### config.mk
export PLATFORM = sky130hd
export DESIGN_NAME = div8by4
export DESIGN_NICKNAME = d
export VERILOG_FILES = /design/src/rtl/div_pkg.sv /design/src/rtl/div_step.sv /design/src/rtl/div8by4.sv
export SDC_FILE = /design/constraint.sdc
export NUM_CORES = 1
export LEC_CHECK = 0
export ABC_AREA = 0
export BUFFER_PORTS_ARGS = -buffer_cell sky130_fd_sc_hd__buf_2
export CAP_MARGIN = 5
export CORE_MARGIN = 2
export CORE_UTILIZATION = 35
export CTS_BUF_LIST = sky130_fd_sc_hd__clkbuf_8 sky130_fd_sc_hd__clkbuf_16
export CTS_CLUSTER_DIAMETER = 100
export DETAILED_ROUTE_END_ITERATION = 10
export GPL_TIMING_DRIVEN = 1
export PLACE_DENSITY_LB_ADDON = 0.05
export SKIP_CTS_REPAIR_TIMING = 1
export SKIP_LAST_GASP = 1
export SYNTH_ARGS = -nofsm -noshare
export SYNTH_HDL_FRONTEND = slang
export SYNTH_SLANG_ARGS = --single-unit
### constraint.sdc
create_clock -name clk -period 1.7 [get_ports clk]
set_input_delay 0 -clock clk [delete_from_list [all_inputs] [get_ports clk]]
set_output_delay 0 -clock clk [all_outputs]
set_load 0.05 [all_outputs]
### src/rtl/div_pkg.sv
// Shared widths and FSM encoding for the restoring divider.
package div_pkg;

    localparam int DW_DEF = 8;
    localparam int VW_DEF = 4;

    typedef enum logic [1:0] {
        IDLE = 2'd0,
        RUN  = 2'd1,
        DONE = 2'd2
    } state_t;

endpackage

### src/rtl/div_step.sv
// One restoring-division iteration: shift in a dividend bit, trial-subtract, keep or restore.
module div_step #(
    parameter int VW = 4
) (
    input  logic [VW:0]   rem_in,
    input  logic          bit_in,
    input  logic [VW-1:0] divisor,
    output logic [VW:0]   rem_out,
    output logic          q_bit
);

    logic [VW+1:0] shifted;
    logic [VW:0]   diff;

    always_comb begin
        shifted = {rem_in, bit_in};
        q_bit   = (shifted >= {2'b00, divisor});
        // Only the low VW+1 bits can be non-zero when the trial difference is kept.
        diff    = shifted[VW:0] - {1'b0, divisor};
        rem_out = q_bit ? diff : shifted[VW:0];
    end

endmodule

### src/rtl/div8by4.sv
// Sequential restoring divider: DW-bit dividend by VW-bit divisor, one quotient bit per cycle.
module div8by4
    import div_pkg::*;
#(
    parameter int DW = DW_DEF,
    parameter int VW = VW_DEF
) (
    input  logic          clk,
    input  logic          rst_n,
    input  logic          start,
    input  logic [DW-1:0] dividend,
    input  logic [VW-1:0] divisor,
    output logic          busy,
    output logic          done,
    output logic [DW-1:0] quot,
    output logic [VW-1:0] rem,
    output logic          dbz
);

    localparam int CW = (DW > 1) ? $clog2(DW) : 1;

    state_t        state;
    state_t        state_nxt;
    logic          accept;
    logic [DW-1:0] dvd;
    logic [VW-1:0] dvs;
    logic [VW:0]   prem;
    logic [CW-1:0] cnt;
    logic          zero;
    logic [VW:0]   step_rem;
    logic          step_q;

    div_step #(.VW(VW)) u_step (
        .rem_in  (prem),
        .bit_in  (dvd[DW-1]),
        .divisor (dvs),
        .rem_out (step_rem),
        .q_bit   (step_q)
    );

    assign accept = start && (state != RUN);

    always_ff @(posedge clk or negedge rst_n) begin
        if (!rst_n) begin
            state <= IDLE;
        end else begin
            state <= state_nxt;
        end
    end

    always_comb begin
        state_nxt = state;
        case (state)
            IDLE: if (start) state_nxt = RUN;
            RUN:  if (zero || cnt == '0) state_nxt = DONE;
            DONE: state_nxt = start ? RUN : IDLE;
            default: state_nxt = IDLE;
        endcase
    end

    always_comb begin
        busy = (state == RUN);
        done = (state == DONE);
    end

    // dvd doubles as the quotient register: dividend bits shift out the top, quotient bits in the bottom.
    always_ff @(posedge clk or negedge rst_n) begin
        if (!rst_n) begin
            dvd  <= '0;
            dvs  <= '0;
            prem <= '0;
            cnt  <= '0;
            zero <= 1'b0;
            quot <= '0;
            rem  <= '0;
            dbz  <= 1'b0;
        end else if (accept) begin
            dvd  <= dividend;
            dvs  <= divisor;
            prem <= '0;
            cnt  <= CW'(DW - 1);
            zero <= (divisor == '0);
        end else if (state == RUN) begin
            if (zero) begin
                quot <= '1;
                rem  <= dvd[VW-1:0];
                dbz  <= 1'b1;
            end else begin
                dvd  <= {dvd[DW-2:0], step_q};
                prem <= step_rem;
                cnt  <= cnt - 1'b1;
                if (cnt == '0) begin
                    quot <= {dvd[DW-2:0], step_q};
                    rem  <= step_rem[VW-1:0];
                    dbz  <= 1'b0;
                end
            end
        end
    end

endmodule

==> impl_metrics.tcl, run 1 <==
set metrics [dict create \
    post-route-period-util 1.12 \
    initial_core_util 0.365 \
    critPathRequiredTime_ns 1.92 \
    drt-pass1-iter-count 4 \
    yosysWarningCount 0 \
    htree_levels 2 \
    utilization 0.474 \
    grt_total_usage 0.158 \
    ys_ff_latch 36 \
    post_synth_num_cell_types 34 \
    finalNonFillerCells 294 \
    cts_inserted_buffers 5 \
    reported_max_cap_violation_count 0 \
    place_hpwl_um 3040 \
    final_gp_congestion 0.731 \
    timing.final.setup_violations 10 \
    final.min_clock_period_ns 1.90 \
    wl_per_cell_um 13.7 \
    hold_start "dividend[1]" \
    fp.dieW_um 74.4 \
    critPathKind "reg2reg" \
    worst_r2r_startpoint "dvd[7]" \
    outcome "finished, violations left" \
    min-delay-path-class "in2reg" \
    synth.yosys.seq_area_share 0.519 \
    fin_tns_setup_ns -1.55 \
    synthCells 174 \
    io_pins 30 \
    syn-num-nets 196 \
    ant_nets 0 \
    worstSkewPairLatency_ns 0.29 \
    final.setup.worst_slack_ns -0.204 \
    count_of_fill_cells_added_during_filler_insertion 502 \
    cts.root.buffer_cell "sky130_fd_sc_hd__clkbuf_8" \
    max_slew_margin 0.469 \
    rsz0062_at_grt "true" \
    place.port_buffers 29 \
    routed_wirelength_um 4040 \
    die_area_um2 5530 \
    worst_ep_arrival_time_ns 2.12 \
    start_kind "flip-flop" \
    grt_max_degree 37 \
    clock_tree.buffer_depth 2 \
    holdWs_ns -0.00758 \
    die_h_um 74.4 \
    post-place-cells 275 \
    insertedDiodeCount 0 \
    slew_limit_fails 0 \
    layout.nets 248 \
    tightest_pin_transition_ns 0.796 \
    final.setup_skew_ns 0.00580 \
    placeableCoreArea_um2 4750 \
    num_vias 1414 \
    worst_setup_path_startpoint "dvd[7]" \
    remaining_drc_errors 0 \
    first_global_vias 1373 \
    dr.first_iter.drc_count 82 \
    grt_overflow 0 \
    cp-end-kind "flip-flop" \
    number_of_antenna_violations_at_the_first_check_in_global_routing 0 \
    postSynthAreaPerCell_um2 9.97 \
    clock-sinks 36 \
    avgViaCountPerCell 4.81 \
    tritoncts "built" \
    final-hold-violation-count 2 \
    critPathMaxFanout 5 \
    worst_setup_hold_path_clk_slew_ns 0.07 \
    max_freq_mhz 525 \
    post_route_cells_drive_above_1_share 0.313 \
    syn-cell-area_um2 1730 \
    flow.area_growth_from_synthesis_pct 30.0 \
    rows 25 \
    grt_pass1_wl_um 6520 \
    violations "negative hold slack, negative setup slack" \
]
## critical path: stages, from the launching register on
cell	delay [ns]
sky130_fd_sc_hd__dfrtp_1	0.40
sky130_fd_sc_hd__inv_2	0.08
sky130_fd_sc_hd__ha_4	0.12
sky130_fd_sc_hd__inv_2	0.04
sky130_fd_sc_hd__fa_2	0.39
sky130_fd_sc_hd__nand3_2	0.10
sky130_fd_sc_hd__nand2_4	0.06
sky130_fd_sc_hd__nor2_4	0.20
sky130_fd_sc_hd__mux2_4	0.34
sky130_fd_sc_hd__o21ai_2	0.11
## layout make-up
| type | count | area [um2] | area share |
|---|---|---|---|
| Sequential cell | 36 | 901 | 0.400 |
| Timing Repair Buffer | 51 | 333 | 0.148 |
| Clock inverter | 3 | 38.8 | 0.0172 |
| Tap cell | 67 | 83.8 | 0.0372 |
| Inverter | 11 | 42.5 | 0.0189 |
| Clock buffer | 5 | 68.8 | 0.0305 |
| Multi-Input combinational cell | 121 | 787 | 0.349 |
## cells in the final DEF, fill, tap and decap left out, types with 2 or more instances in the layout
master,instances
sky130_fd_sc_hd__a31oi_1,7
sky130_fd_sc_hd__inv_2,2
sky130_fd_sc_hd__nand2_2,2
sky130_fd_sc_hd__mux2i_1,3
sky130_fd_sc_hd__ha_1,5
sky130_fd_sc_hd__xor2_1,2
sky130_fd_sc_hd__nor2_4,2
sky130_fd_sc_hd__buf_2,29
sky130_fd_sc_hd__nand2_1,37
sky130_fd_sc_hd__clkinv_2,2
sky130_fd_sc_hd__mux2_2,4
sky130_fd_sc_hd__o21ai_2,3
sky130_fd_sc_hd__a21oi_1,6
sky130_fd_sc_hd__a22oi_1,6
sky130_fd_sc_hd__buf_4,13
sky130_fd_sc_hd__o21ai_0,14
sky130_fd_sc_hd__o21ai_1,2
sky130_fd_sc_hd__dfrtp_1,36
sky130_fd_sc_hd__nor2_1,9
sky130_fd_sc_hd__inv_1,9
sky130_fd_sc_hd__dlygate4sd3_1,9
sky130_fd_sc_hd__clkbuf_8,5
## stage by stage
step | cell area, um2 | setup slack (ns) | hold WS, ns
2_1_floorplan | 1740 | -0.0539 | -0.296
3_3_place_gp | 2020 | -0.113 | 0.140
3_5_place_dp | 2020 | -0.192 | 0.145
4_1_cts | 2130 | -0.192 | -0.171
5_1_grt | 2250 | -0.296 | 0.00792
6_report | 2250 | -0.204 | -0.00758
## state kept, by name (all words and copies together) (netlist names)
| signal | flops |
|---|---|
| dvd | 8 |
| quot | 8 |
| prem | 5 |
| dvs | 4 |
| rem | 4 |
| cnt | 3 |
| state | 2 |
| dbz | 1 |
| zero | 1 |
## worst paths after layout
| kind | end | slack, ns | depth (start not counted) |
|---|---|---|---|
| min reg2reg | quot[4] | 0.46 | 2 |
| max in group asynchronous | zero | 0.85 | 2 |
| min in group asynchronous | dbz | 0.34 | 2 |
| max reg2reg | rem[0] | -0.20 | 9 |
| max | rem[0] | -0.20 | 9 |
| min | dvd[1] | -0.008 | 3 |
## logic make-up (layout without fill, tap and decap cells)
logic type / count (synthesis) / count (layout) / share of synthesized area
adders and majority gates: 7 / 7 / 0.0548
xor gates and xnor gates: 3 / 3 / 0.0152
and+or+nand+nor: 61 / 61 / 0.167
DFF: 36 / 36 / 0.519
buffers and inverters: 17 / 70 / 0.0433
muxes: 9 / 9 / 0.0577
AOI/OAI and AO/OA: 41 / 41 / 0.143
## cell usage after synthesis
| master | instances | share of area |
|---|---|---|
| sky130_fd_sc_hd__buf_4 | 1 | 0.0043 |
| sky130_fd_sc_hd__dfrtp_1 | 36 | 0.52 |
| sky130_fd_sc_hd__a31oi_1 | 7 | 0.025 |
| sky130_fd_sc_hd__xnor2_1 | 1 | 0.0051 |
| sky130_fd_sc_hd__nor2_1 | 9 | 0.019 |
| sky130_fd_sc_hd__nor2_4 | 2 | 0.013 |
| sky130_fd_sc_hd__nand2_1 | 37 | 0.080 |
| sky130_fd_sc_hd__nand2b_2 | 1 | 0.0051 |
| sky130_fd_sc_hd__nand4_1 | 1 | 0.0036 |
| sky130_fd_sc_hd__ha_1 | 6 | 0.043 |
| sky130_fd_sc_hd__inv_1 | 10 | 0.022 |
| sky130_fd_sc_hd__or4_1 | 1 | 0.0043 |
| sky130_fd_sc_hd__a311oi_1 | 1 | 0.0051 |
| sky130_fd_sc_hd__xor2_1 | 2 | 0.010 |
| sky130_fd_sc_hd__or3b_1 | 1 | 0.0051 |
| sky130_fd_sc_hd__o21ai_0 | 16 | 0.046 |
| sky130_fd_sc_hd__nand3b_1 | 1 | 0.0043 |
| sky130_fd_sc_hd__a21oi_1 | 6 | 0.017 |
| sky130_fd_sc_hd__o22ai_1 | 1 | 0.0036 |
| sky130_fd_sc_hd__clkinv_2 | 1 | 0.0029 |
| sky130_fd_sc_hd__nor2b_1 | 1 | 0.0036 |
| sky130_fd_sc_hd__fa_1 | 1 | 0.012 |
| sky130_fd_sc_hd__buf_2 | 5 | 0.014 |
| sky130_fd_sc_hd__nand2b_4 | 1 | 0.0079 |
| sky130_fd_sc_hd__a21o_1 | 1 | 0.0043 |
| sky130_fd_sc_hd__nand2_2 | 3 | 0.011 |
| sky130_fd_sc_hd__nand3_1 | 1 | 0.0029 |
| sky130_fd_sc_hd__mux2_4 | 1 | 0.0087 |
| sky130_fd_sc_hd__o21ai_2 | 3 | 0.015 |
| sky130_fd_sc_hd__and2_1 | 1 | 0.0036 |
| sky130_fd_sc_hd__a22oi_1 | 6 | 0.026 |
| sky130_fd_sc_hd__nor3_1 | 1 | 0.0029 |
| sky130_fd_sc_hd__mux2_2 | 4 | 0.026 |
| sky130_fd_sc_hd__mux2i_1 | 4 | 0.023 |
## routing by layer
metal,track usage,share of wire,wire [um],vias to the layer above
met2,0.254,0.47,1920,25
met5,0,0,0,-
met4,0.0635,0.015,62,0
li1,-,-,-,699
met1,0.210,0.48,1940,683
met3,0.0325,0.030,121,7
Power of run 1 is left out: the tool's default activity adds up to more than one toggle a clock period on the data nets, which glitch-free logic cannot reach.
==> inputs of run 2 (changes only) <==
- RECOVER_POWER: default -> 25
==> run 2 against run 1 <==
- the run still ends with negative hold slack, negative setup slack left
- non-clock buffer count unchanged
- first-iteration DRC count up 2.4%
- worst setup slack about the same
- maximum frequency about the same
- clock skew up 0.00065 ns
- design area down 0.67%
- sequential share of layout area up 0.27 points
- global-route usage unchanged
- die area unchanged
- routed wire length up 0.45%
- count of clock-buffer cells in the layout unchanged
- register-to-register slack about the same
==> impl_metrics.tcl, run 2 (synthesis results as in run 1) <==
set metrics [dict create \
    holdWs_ns -0.00669 \
    final.setup.worst_slack_ns -0.203 \
    tightest_pin_transition_ns 0.889 \
    crit_path_frequent_cell "sky130_fd_sc_hd__inv_2" \
    remaining_drc_errors 0 \
    insertedDiodeCount 0 \
    placeableCoreArea_um2 4750 \
    worstSkewPairLatency_ns 0.29 \
    avgViaCountPerCell 4.81 \
    topRoutingLayerUsed "met4" \
    slew_limit_fails 0 \
    timing.reg2reg.setup_slack_ns -0.20 \
    r2r_cells 9 \
    final.setup_skew_ns 0.00645 \
    critPathTopFamily "adder cells" \
    critPathKind "reg2reg" \
    worst_ep_arrival_time_ns 2.12 \
    count_of_fill_cells_added_during_filler_insertion 505 \
    path_cells "inv_2 > ha_4 > inv_2 > fa_2 > nand3_2 > nand2_4 > nor2_4 > mux2_4 > o21ai_2" \
    initial_core_util 0.365 \
    io_pins 30 \
    routed_wirelength_um 4060 \
    grt_max_degree 37 \
    start_kind "flip-flop" \
    post-place-cells 275 \
    number_of_antenna_violations_at_the_first_check_in_global_routing 0 \
    grt_pass1_wl_um 6520 \
    cts.root.buffer_cell "sky130_fd_sc_hd__clkbuf_8" \
    critPathMaxFanout 5 \
    first_global_vias 1373 \
    reported_max_cap_violation_count 0 \
    outcome "finished, violations left" \
    rsz0062_at_grt "true" \
    library_cell_contributing_the_largest_single_delay_on_the_critical_path "sky130_fd_sc_hd__dfrtp_1" \
    final_gp_congestion 0.731 \
    worst_setup_path_startpoint "dvd[7]" \
    clock-sinks 36 \
    cp_num_buf_inv 2 \
    ant_nets 0 \
    wl_per_cell_um 13.8 \
    placed_cell_area_um2 2020 \
    regArea_um2 901 \
    min-delay-path-class "in2reg" \
    die_area_um2 5530 \
    route.layer.met1.wl_um 1940 \
    critical_path_destination "rem[0]" \
    critPathRequiredTime_ns 1.92 \
    final.min_clock_period_ns 1.90 \
    multi_input_comb_area_um2 787 \
    clock_tree.buffer_depth 2 \
    place_hpwl_um 3040 \
    finalInstanceArea_um2 2240 \
    finalNonFillerCells 294 \
    layout_top_registers "dvd x8, quot x8, prem x5" \
    max_freq_mhz 525 \
    max_slew_margin 0.408 \
    tritoncts "built" \
    mostFrequentLayoutCell "sky130_fd_sc_hd__nand2_1" \
    grt_overflow 0 \
    drt-pass1-iter-count 4 \
    layout.nets 248 \
    place.port_buffers 29 \
    cts_inserted_buffers 5 \
    post_route_cells_drive_above_1_share 0.260 \
    max_incr_delay_on_cp_ns 0.40 \
    final-hold-violation-count 2 \
    met2RoutedLength_um 1930 \
    worst_r2r_startpoint "dvd[7]" \
    flow.area_growth_from_synthesis_pct 29.1 \
    pre_cts_ws_ns -0.192 \
    worst_setup_hold_path_clk_slew_ns 0.07 \
    cp-end-kind "flip-flop" \
    post-route-period-util 1.12 \
    die_h_um 74.4 \
    htree_levels 2 \
    timing.rr.end "rem[0]" \
    dr.first_iter.drc_count 84 \
    violations "negative hold slack, negative setup slack" \
    path_depth 9 \
    fp.dieW_um 74.4 \
    timing.final.setup_violations 10 \
    rows 25 \
    grt_total_usage 0.158 \
    layout_common_cells "sky130_fd_sc_hd__nand2_1, sky130_fd_sc_hd__dfrtp_1, sky130_fd_sc_hd__buf_2" \
    num_vias 1413 \
    met3RoutedLength_um 120 \
]
run 2: cell types whose count changed in the layout (fill, tap and decap cells not counted), sizes merged:
cell and change:
buf -13, clkbuf +13
run 2: stage by stage:
step | TNS, ns | util
after floorplan | -0.108 | -
after global placement | -0.626 | 0.425
after detailed placement | -1.36 | 0.425
after CTS | -1.33 | 0.448
after global routing | -2.57 | 0.471
final | -1.55 | 0.471
run 2: how the worst min path moves through the flow:
stage	startpoint	endpoint	slack, ns	depth (start not counted)
6_report	dividend[1]	dvd[1]	-0.007	3
5_1_grt	dividend[1]	dvd[1]	0.008	3
4_1_cts	rst_n	dbz	-0.17	1
3_5_place_dp	rst_n	dbz	0.14	1
3_3_place_gp	rst_n	dbz	0.14	1
2_1_floorplan	rst_n	cnt[0]	-0.30	0
run 2: worst min-delay path, cell delays in order:
cell and delay, ns:
sky130_fd_sc_hd__buf_2 0.10, sky130_fd_sc_hd__nor2_1 0.09, sky130_fd_sc_hd__a31oi_1 0.04
run 2: final cells by class:
type | instances | area share
Timing Repair Buffer | 51 | 0.142
Clock buffer | 5 | 0.0307
Sequential cell | 36 | 0.402
Tap cell | 67 | 0.0374
Inverter | 11 | 0.0190
Multi-Input combinational cell | 121 | 0.351
Clock inverter | 3 | 0.0173
run 2: routing by layer:
metal	up-vias	GRT usage
met5	-	0
met2	25	0.254
met4	0	0.0635
met3	8	0.0325
li1	700	-
met1	680	0.210
Power of run 2 is left out for the same reason.
==> inputs of run 3 (changes only) <==
- SETUP_SLACK_MARGIN: default -> 0.4
==> run 3 against run 2 <==
- the run still ends with negative hold slack, negative setup slack left
- critical endpoint unchanged
- flip-flop and latch count did not move
- final cell count rose by 2.7%
- maximum frequency rose by 3.3%
- global-route usage rose by 0.33 points
- die area did not move
- critical path depth did not move
- count of clock-buffer cells in the layout rose by 1
- sequential share of layout area fell by 1.8 points
- clock skew fell by 0.00086 ns
- register-to-register slack improved by 0.06 ns
- worst setup slack improved by 0.061 ns
- critical path type unchanged
==> impl_metrics.tcl, run 3 (synthesis results as in run 1) <==
set metrics [dict create \
    final.setup_skew_ns 0.00559 \
    grt_pass1_wl_um 6670 \
    initial_core_util 0.365 \
    finalNonFillerCells 302 \
    worst_setup_hold_path_clk_slew_ns 0.07 \
    insertedDiodeCount 0 \
    final-hold-violation-count 2 \
    violations "negative hold slack, negative setup slack" \
    fp.dieW_um 74.4 \
    grt_total_usage 0.161 \
    max_freq_mhz 543 \
    post-place-cells 275 \
    remaining_drc_errors 0 \
    rsz0062_at_grt "true" \
    rows 25 \
    critPathRequiredTime_ns 1.91 \
    count_of_fill_cells_added_during_filler_insertion 482 \
    routed_wirelength_um 4260 \
    regArea_um2 902 \
    htree_levels 2 \
    slew_limit_fails 0 \
    mostFrequentLayoutCell "sky130_fd_sc_hd__nand2_1" \
    die_h_um 74.4 \
    min-delay-path-class "in2reg" \
    final_gp_congestion 0.765 \
    post-route-period-util 1.08 \
    cts_inserted_buffers 5 \
    outcome "finished, violations left" \
    critPathMaxFanout 5 \
    worst_ep_arrival_time_ns 2.05 \
    drt-pass1-iter-count 4 \
    worstSkewPairLatency_ns 0.28 \
    fin_tns_setup_ns -0.969 \
    timing.final.setup_violations 10 \
    reported_max_cap_violation_count 0 \
    first_global_vias 1427 \
    layout_common_cells "sky130_fd_sc_hd__nand2_1, sky130_fd_sc_hd__dfrtp_1, sky130_fd_sc_hd__buf_4" \
    place.port_buffers 29 \
    io_pins 30 \
    grt_overflow 0 \
    number_of_antenna_violations_at_the_first_check_in_global_routing 0 \
    cp-end-kind "flip-flop" \
    num_vias 1462 \
    layout.nets 256 \
    avgViaCountPerCell 4.84 \
    wl_per_cell_um 14.1 \
    tightest_pin_transition_ns 0.904 \
    placeableCoreArea_um2 4750 \
    finalInstanceArea_um2 2350 \
    tritoncts "built" \
    holdWs_ns -0.00916 \
    final.setup.worst_slack_ns -0.142 \
    final.min_clock_period_ns 1.84 \
    placed_cell_area_um2 2030 \
    flow.area_growth_from_synthesis_pct 35.4 \
    max_slew_margin 0.397 \
    critPathKind "reg2reg" \
    layout_top_registers "dvd x8, quot x8, prem x5" \
    start_kind "flip-flop" \
    cts.root.buffer_cell "sky130_fd_sc_hd__clkbuf_8" \
    post_route_cells_drive_above_1_share 0.315 \
    die_area_um2 5530 \
    multi_input_comb_area_um2 846 \
    dr.first_iter.drc_count 40 \
    clock_tree.buffer_depth 2 \
    clock-sinks 36 \
    ant_nets 0 \
    pre_cts_ws_ns -0.212 \
    place_hpwl_um 2910 \
    grt_max_degree 37 \
]
==> run 3: through the flow <==
step                      hold WS, ns  utilization
after floorplan                -0.296            -
after global placement          0.136        0.426
after detailed placement        0.154        0.426
after CTS                      -0.164        0.446
after global routing          0.00490        0.494
final                        -0.00916        0.494
==> run 3: critical path, cell delays in order (launching register included) <==
cell and delay (ns):
sky130_fd_sc_hd__dfrtp_1 0.39, sky130_fd_sc_hd__inv_2 0.08, sky130_fd_sc_hd__ha_4 0.13, sky130_fd_sc_hd__inv_2 0.03, sky130_fd_sc_hd__fa_2 0.34, sky130_fd_sc_hd__nand3_2 0.10, sky130_fd_sc_hd__nand2_4 0.06, sky130_fd_sc_hd__nor2_4 0.19
sky130_fd_sc_hd__mux2_4 0.34, sky130_fd_sc_hd__o21ai_2 0.12
==> run 3: cell type report <==
class                      instances  share of cell area
clock inverter                     2             0.00426
timing repair buffer              58               0.161
sequential                        36               0.384
multi-input combinational        122               0.360
clock buffer                       6              0.0352
inverter                          11              0.0197
tap                               67              0.0357
==> run 3: layer usage <==
layer	GRT usage	vias up	wire [um]
li1	-	714	-
met1	0.195	712	1790
met2	0.274	29	2210
met3	0.0407	7	161
met4	0.0675	0	93
met5	0	-	0
==> run 3: worst paths after layout <==
check,startpoint,to,slack [ns],cells past startpoint
setup / recovery,dvd[7],rem[0],-0.14,9
hold / removal,dividend[2],dvd[2],-0.009,3
setup reg to reg,dvd[7],rem[0],-0.14,9
hold reg to reg,quot[7],quot[7],0.47,2
max in group asynchronous,rst_n,zero,0.69,2
min in group asynchronous,rst_n,state[0],0.37,2
Power of run 3 is left out for the same reason.
